## src/rtl/ram_fifo_ctrl.sv

```systemverilog
// First-word-fall-through sequencer for the dual-port packet RAM: owns the
// write/read pointers and hides the RAM's registered read behind out_valid.
module ram_fifo_ctrl #(
    parameter int packetwidth  = 55,
    parameter int addressWidth = 4
) (
    input  logic                    clk,
    input  logic                    reset,
    input  logic                    clear,
    input  logic                    in_valid,
    output logic                    in_ready,
    output logic                    out_valid,
    input  logic                    out_ready,
    output logic                    ram_writeEn,
    output logic [addressWidth-1:0] ram_writeAddr,
    output logic                    ram_readEn,
    output logic [addressWidth-1:0] ram_readAddr,
    output logic [addressWidth:0]   count,
    output logic                    empty,
    output logic                    full
);

    localparam int DEPTH = 1 << addressWidth;
    localparam logic [addressWidth:0] DEPTH_CNT = (addressWidth + 1)'(DEPTH);

    if (addressWidth < 1 || packetwidth < 1) begin : g_paramCheck
        $error("ram_fifo_ctrl: addressWidth and packetwidth must be >= 1");
    end

    typedef enum logic {
        HEAD_EMPTY = 1'b0,
        HEAD_FULL  = 1'b1
    } headState_t;

    headState_t              stateReg, stateNext;
    logic [addressWidth-1:0] wrPtrReg, rdPtrReg;
    logic [addressWidth:0]   ramCntReg, ramCntNext;
    logic                    active, wrFire, rdFire, ramHasData;

    // Flush in either form suppresses RAM strobes so in-flight traffic is dropped.
    assign active     = reset & ~clear;
    assign ramHasData = (ramCntReg != '0);

    assign in_ready      = (ramCntReg != DEPTH_CNT);
    assign wrFire        = active & in_valid & in_ready;
    assign ram_writeEn   = wrFire;
    assign ram_writeAddr = wrPtrReg;
    assign ram_readAddr  = rdPtrReg;
    assign ram_readEn    = rdFire;

    assign count = ramCntReg + {{addressWidth{1'b0}}, out_valid};
    assign empty = (count == '0);
    assign full  = ~in_ready;

    // State register plus datapath registers.
    always_ff @(posedge clk) begin
        if (!reset || clear) begin
            stateReg  <= HEAD_EMPTY;
            wrPtrReg  <= '0;
            rdPtrReg  <= '0;
            ramCntReg <= '0;
        end else begin
            stateReg  <= stateNext;
            ramCntReg <= ramCntNext;
            if (wrFire) begin
                wrPtrReg <= wrPtrReg + 1'b1;
            end
            if (rdFire) begin
                rdPtrReg <= rdPtrReg + 1'b1;
            end
        end
    end

    // Next-state logic for the head slot.
    always_comb begin
        stateNext = stateReg;
        case (stateReg)
            HEAD_EMPTY: if (ramHasData) stateNext = HEAD_FULL;
            HEAD_FULL:  if (out_ready && !ramHasData) stateNext = HEAD_EMPTY;
            default:    stateNext = HEAD_EMPTY;
        endcase
    end

    // Eligibility uses the registered count, so a read never hits this cycle's write address.
    always_comb begin
        rdFire    = 1'b0;
        out_valid = (stateReg == HEAD_FULL);
        case (stateReg)
            HEAD_EMPTY: rdFire = active & ramHasData;
            HEAD_FULL:  rdFire = active & out_ready & ramHasData;
            default:    rdFire = 1'b0;
        endcase
    end

    always_comb begin
        ramCntNext = ramCntReg;
        case ({wrFire, rdFire})
            2'b10:   ramCntNext = ramCntReg + 1'b1;
            2'b01:   ramCntNext = ramCntReg - 1'b1;
            default: ramCntNext = ramCntReg;
        endcase
    end

endmodule

```

## config.mk

```make
export PLATFORM = sky130hd
export DESIGN_NAME = ram_fifo_ctrl
export DESIGN_NICKNAME = d
export VERILOG_FILES = /design/src/rtl/ram_fifo_ctrl.sv
export SDC_FILE = /design/constraint.sdc
export NUM_CORES = 1
export LEC_CHECK = 0
export CORE_UTILIZATION = 46
export DETAILED_ROUTE_END_ITERATION = 7
export PLACE_DENSITY_LB_ADDON = 0.08
export SYNTH_ARGS = -nofsm -noshare
export SYNTH_HDL_FRONTEND = slang
export SYNTH_SLANG_ARGS = --single-unit
```

## constraint.sdc

```tcl
create_clock -name clk -period 3.37 [get_ports clk]
set_input_delay 0.337 -clock clk [delete_from_list [all_inputs] [get_ports clk]]
set_output_delay 0.337 -clock clk [all_outputs]
set_load 0.03 [all_outputs]
```

Word level (Yosys, flattened, before mapping)
Cells that the tools add are included.
- flip-flop bits (word level): 14
- input bits: 5
- output and inout port bits: 19
- word-level logic and storage cells: 33
- $add $sub $neg: 5
- equality and inequality tests: 3
- multiplexer cells: 5
- bitwise gates (word level): 9
- reductions and logical operators: 7
- operators with widths (operator ; count):
    $pmux 5 s2 ; 1
    $add 4x1->4 const B ; 2
    $and 1x1->1 ; 6
    $add 5x1->5 ; 1
    $add 5x1->5 const B ; 1
    $logic_not 5->1 ; 1
    $ne 5x5->1 const B ; 1
    $reduce_bool 5->1 ; 1
    $sub 5x1->5 const B ; 1
    $pmux 1 s2 ; 2
    $not 1->1 ; 3
    $eq 2x1->1 const B ; 1
    $eq 2x2->1 const B ; 1
    $logic_not 1->1 ; 2
    $mux 1 ; 2
    $reduce_bool 2->1 ; 1
    $logic_and 1x1->1 ; 1
    $logic_or 1x1->1 ; 1

Logic depth before layout (Yosys ltp)
- depth in word-level cells: 7
- mapped depth: 9
- mapped depth without buffers: 9

Least setup slack after synthesis
Ideal clock, no wire load.
- kind: register to register
- start: register ramCntReg[1]
- end: register ramCntReg[3]
- library setup time: 62 ps
- arrival time: 2482 ps
- slack: 826 ps
- cell stages (with the launch flop): 10
- buffers on the path: 0
- cell sequence: dfxtp_1 > or4_4 > o21ai_4 > nor2_1 > ha_1 > ha_1 > a21o_1 > a21oi_1 > or4_1 > nand3_1
- cells in the longest elaborated chain, start to end: 5
- elaborated cells on any way between the ends: 12
- classes of those cells: add/sub: 2; eq/ne: 3; mux: 2; bitwise: 3; reduce/logical: 2
- RTL lines (what ; RTL line ; text):
    from (decl) ; 37 ; logic [addressWidth:0] ramCntReg, ramCntNext;
    from (signal assigned) ; 64 ; ramCntReg <= ramCntNext;
    $reduce_bool 5->1 (*) ; 42 ; assign ramHasData = (ramCntReg != '0);
    $and 1x1->1, on equally long branches ; 90, 89 ;
    $pmux 1 s2 (*) ; 88 ; case (stateReg)
    named net ram_readEn ; 16 ; output logic ram_readEn,
    $eq 2x1->1 / $eq 2x2->1 (equally long branches) ; 97 ; case ({wrFire, rdFire})
    $pmux 5 s2 / $reduce_bool 2->1 (equally long branches) ; - ;
The timed path passes the listed nets; every way through them passes the cells marked *.
A chain may end at the register's enable or synchronous reset.

Worst setup path in the final report
- start: register ramCntReg[0]
- end: output port empty
- cells in the longest elaborated chain, start to end: 2
- RTL lines (what ; RTL line ; text):
    $add 5x1->5 ; 51 ; assign count = ramCntReg + {{addressWidth{1'b0}}, out_valid};
    $logic_not 5->1 ; 52 ; assign empty = (count == '0);
    to (decl) ; 19 ; output logic empty,
No other way between the ends.

==> results by group <==
Run status
  – Outcome: finished clean

Place
  – IO Port Bufs: 23
  – Post-Place Setup Slack: 0.674 ns
  – Dpl hpwl: 1200 µm
  – Placed Cells: 138
  – Gp weighted congestion: 0.769

Floorplanning
  – Die Span X: 44.4 µm
  – Die Span Y: 44.4 µm
  – Initial Util: 51.8%
  – Rows: 14
  – Area of the die: 0.00197 mm²
  – Core box area: 0.00159 mm²
  – Num ports: 24

Clock tree
  – Clock Path Buffers: 2
  – CTS Buf Count: 3
  – # resized after CTS: 0
  – Clk slew on worst S/H paths: 0.09 ns
  – Post-CTS setup buffer count: 0
  – Number of hold buffers added after CTS: 0
  – CTS tree: done
  – Total clock sinks: 14
  – H-tree levels: 1
  – Skew-Pair Late Insertion Delay: 0.29 ns
  – Root buf cell: clkbuf_4

Final layout
  – Diodes inserted: 0
  – Filler cell count in the final layout: 136
  – Layout net count: 133
  – Layout area overhead: 35.3%
  – Cell Count, Final, Fillers Out: 142
  – Share of layout cells above drive strength 1: 6.78%

Power and ir drop
  – Leak: 0.490 nW
  – Maximum vdd drop: 0.245 mV
  – PwrDens: 296 mW/mm²

Synthesis
  – Yosys top cell by area: dfxtp_1
  – Syn Inst Count: 93
  – Netlist Area Pre-Place: 826 µm²
  – Synth Warn #: 0
  – Top-area cell type share of the netlist area: 33.9%
  – Mapped Nets: 107
  – FFs w/ async S/R, synth: 0%
  – Yosys reg bits: 14
  – Syn_area_per_cell: 8.88 µm²
  – Top_reg_cell synth: dfxtp_1
  – Synth top area cells: dfxtp_1 34%, ha_1 12%, nor2_1 6.4%
  – Seq/Total Area, Yosys: 33.9%
  – Distinct cells, synth: 29
  – Post-synth top cells: 14 x dfxtp_1, 14 x nor2_1, 8 x ha_1
  – Post-synth EDFFs: 0

STA
  – RSZ-0062 raised after global routing: no
  – Fin crit share: 81.2%
  – Fin worst setup slack: 0.635 ns
  – F_max: 0.366 GHz
  – Slew Limit Headroom: 63.1%
  – Final hold vios: 0
  – Setup-failing EPs final: 0
  – Final Max Tran Viols: 0
  – Final setup skew: 0.00294 ns
  – Worst-Margin Slew: 0.548 ns
  – Crit path time final: 2.74 ns
  – Sum Neg Setup Slack: 0 ns

Route
  – Routed length per instance: 11.8 µm
  – Detailed Route WL: 1670 µm
  – Routed Antenna Nets: 0
  – Via density: 5.38
  – # DRC: 0
  – Drt first pass iters: 4
  – Drt initial violations: 8
  – Vias: 764

Critical path
  – Worst Path Arrival: 2.40 ns
  – R2R Path Start: ramCntReg[1]
  – Req. time, crit path: 3.03 ns
  – Worst Setup End Kind: primary output
  – CP max FO: 6
  – WS Path Type: reg -> out
  – Crit path launch type: flip-flop
  – Crit path launch: ramCntReg[0]
  – R2R cell count: 9

Job
  – Max-cap violations: 0

Global route
  – Number of global-route vias before repair: 662
  – Largest net degree at the start of global routing: 15
  – Total GRT Usage: 19.9%
  – First-pass GRT wire length: 2790 µm
  – Initial antenna violation count: 0
  – Grt ovf: 0

Hold path
  – Min-delay src: ram_readAddr[3]
  – Worst min path class: reg -> reg
  – Worst hold stages: 2
-- power by group --
group | internal [W] | switching (W)
clock network | 0.0000659 | 0.0000600
logic | 0.0000165 | 0.0000192
registers | 0.000167 | 0.00000208
-- flip-flops by register name, indices dropped and copies added (netlist names) --
signal and count:
ram_writeAddr 4, ram_readAddr 4, ramCntReg 5, out_valid 1
-- through the flow --
step	instance area, µm²	hold slack (ns)	util [%]	power (W)
6_report	1120	0.514	70.1	0.000331
5_1_grt	1120	0.532	70.1	0.000347
4_1_cts	1120	0.511	70.1	0.000335
3_5_place_dp	1080	0.498	67.8	0.000208
3_3_place_gp	1080	0.481	67.8	0.000208
2_1_floorplan	826	0.544	-	0.000194
-- per-layer routing --
metal / track usage [%] / part of all wire [%]
met1: 23.1 / 45
met2: 31.5 / 46
met3: 5.31 / 6.5
met4: 13.9 / 2.6
met5: 0 / 0
-- critical path, cell delays in order (launching register included) --
cell and delay, ns:
dfxtp_1 0.39, ha_1 0.23, ha_1 0.21, xor2_1 0.15, or3_1 0.31, nor3_1 0.13, clkdlybuf4s50_1 0.69
-- final timing paths --
path                                   endpoint  slack (ns)
worst max register to register     ramCntReg[4]        0.71
worst min register to register  ram_readAddr[3]        0.51
worst min-delay path            ram_readAddr[3]        0.51
worst max-delay path                      empty        0.63
-- layout make-up --
type	instances	area [µm²]	area share, %
Multi-Input combinational cell	73	522	46.7
Sequential cell	14	280	25.1
Timing Repair Buffer	24	238	21.3
Clock buffer	4	36.3	3.25
Tap cell	24	30.0	2.69
Inverter	3	11.3	1.01
-- cell usage in the layout (no fill, tap or decap), types with 3 or more instances in the layout --
cell type / n
mux2i_1: 3
a21oi_1: 6
clkdlybuf4s50_1: 23
xor2_1: 4
nand3_1: 7
nand2_1: 5
ha_1: 8
inv_1: 3
clkbuf_4: 3
dfxtp_1: 14
nor2_1: 14
xnor2_1: 5
-- cells by family (layout without fill, tap and decap cells) --
kind of cell,count (synthesis),in the layout,share of synthesized area (%)
adder cells (fa/ha/maj),9,9,14.5
AND/OR/NAND/NOR,37,37,22.7
buffers and inverters,6,31,2.88
AO/OA/AOI/OAI,15,15,12.7
flip-flops,14,14,33.9
multiplexers,3,3,3.64
XOR/XNOR,9,9,9.54
Note: power is estimated with default switching activity, not from simulation.
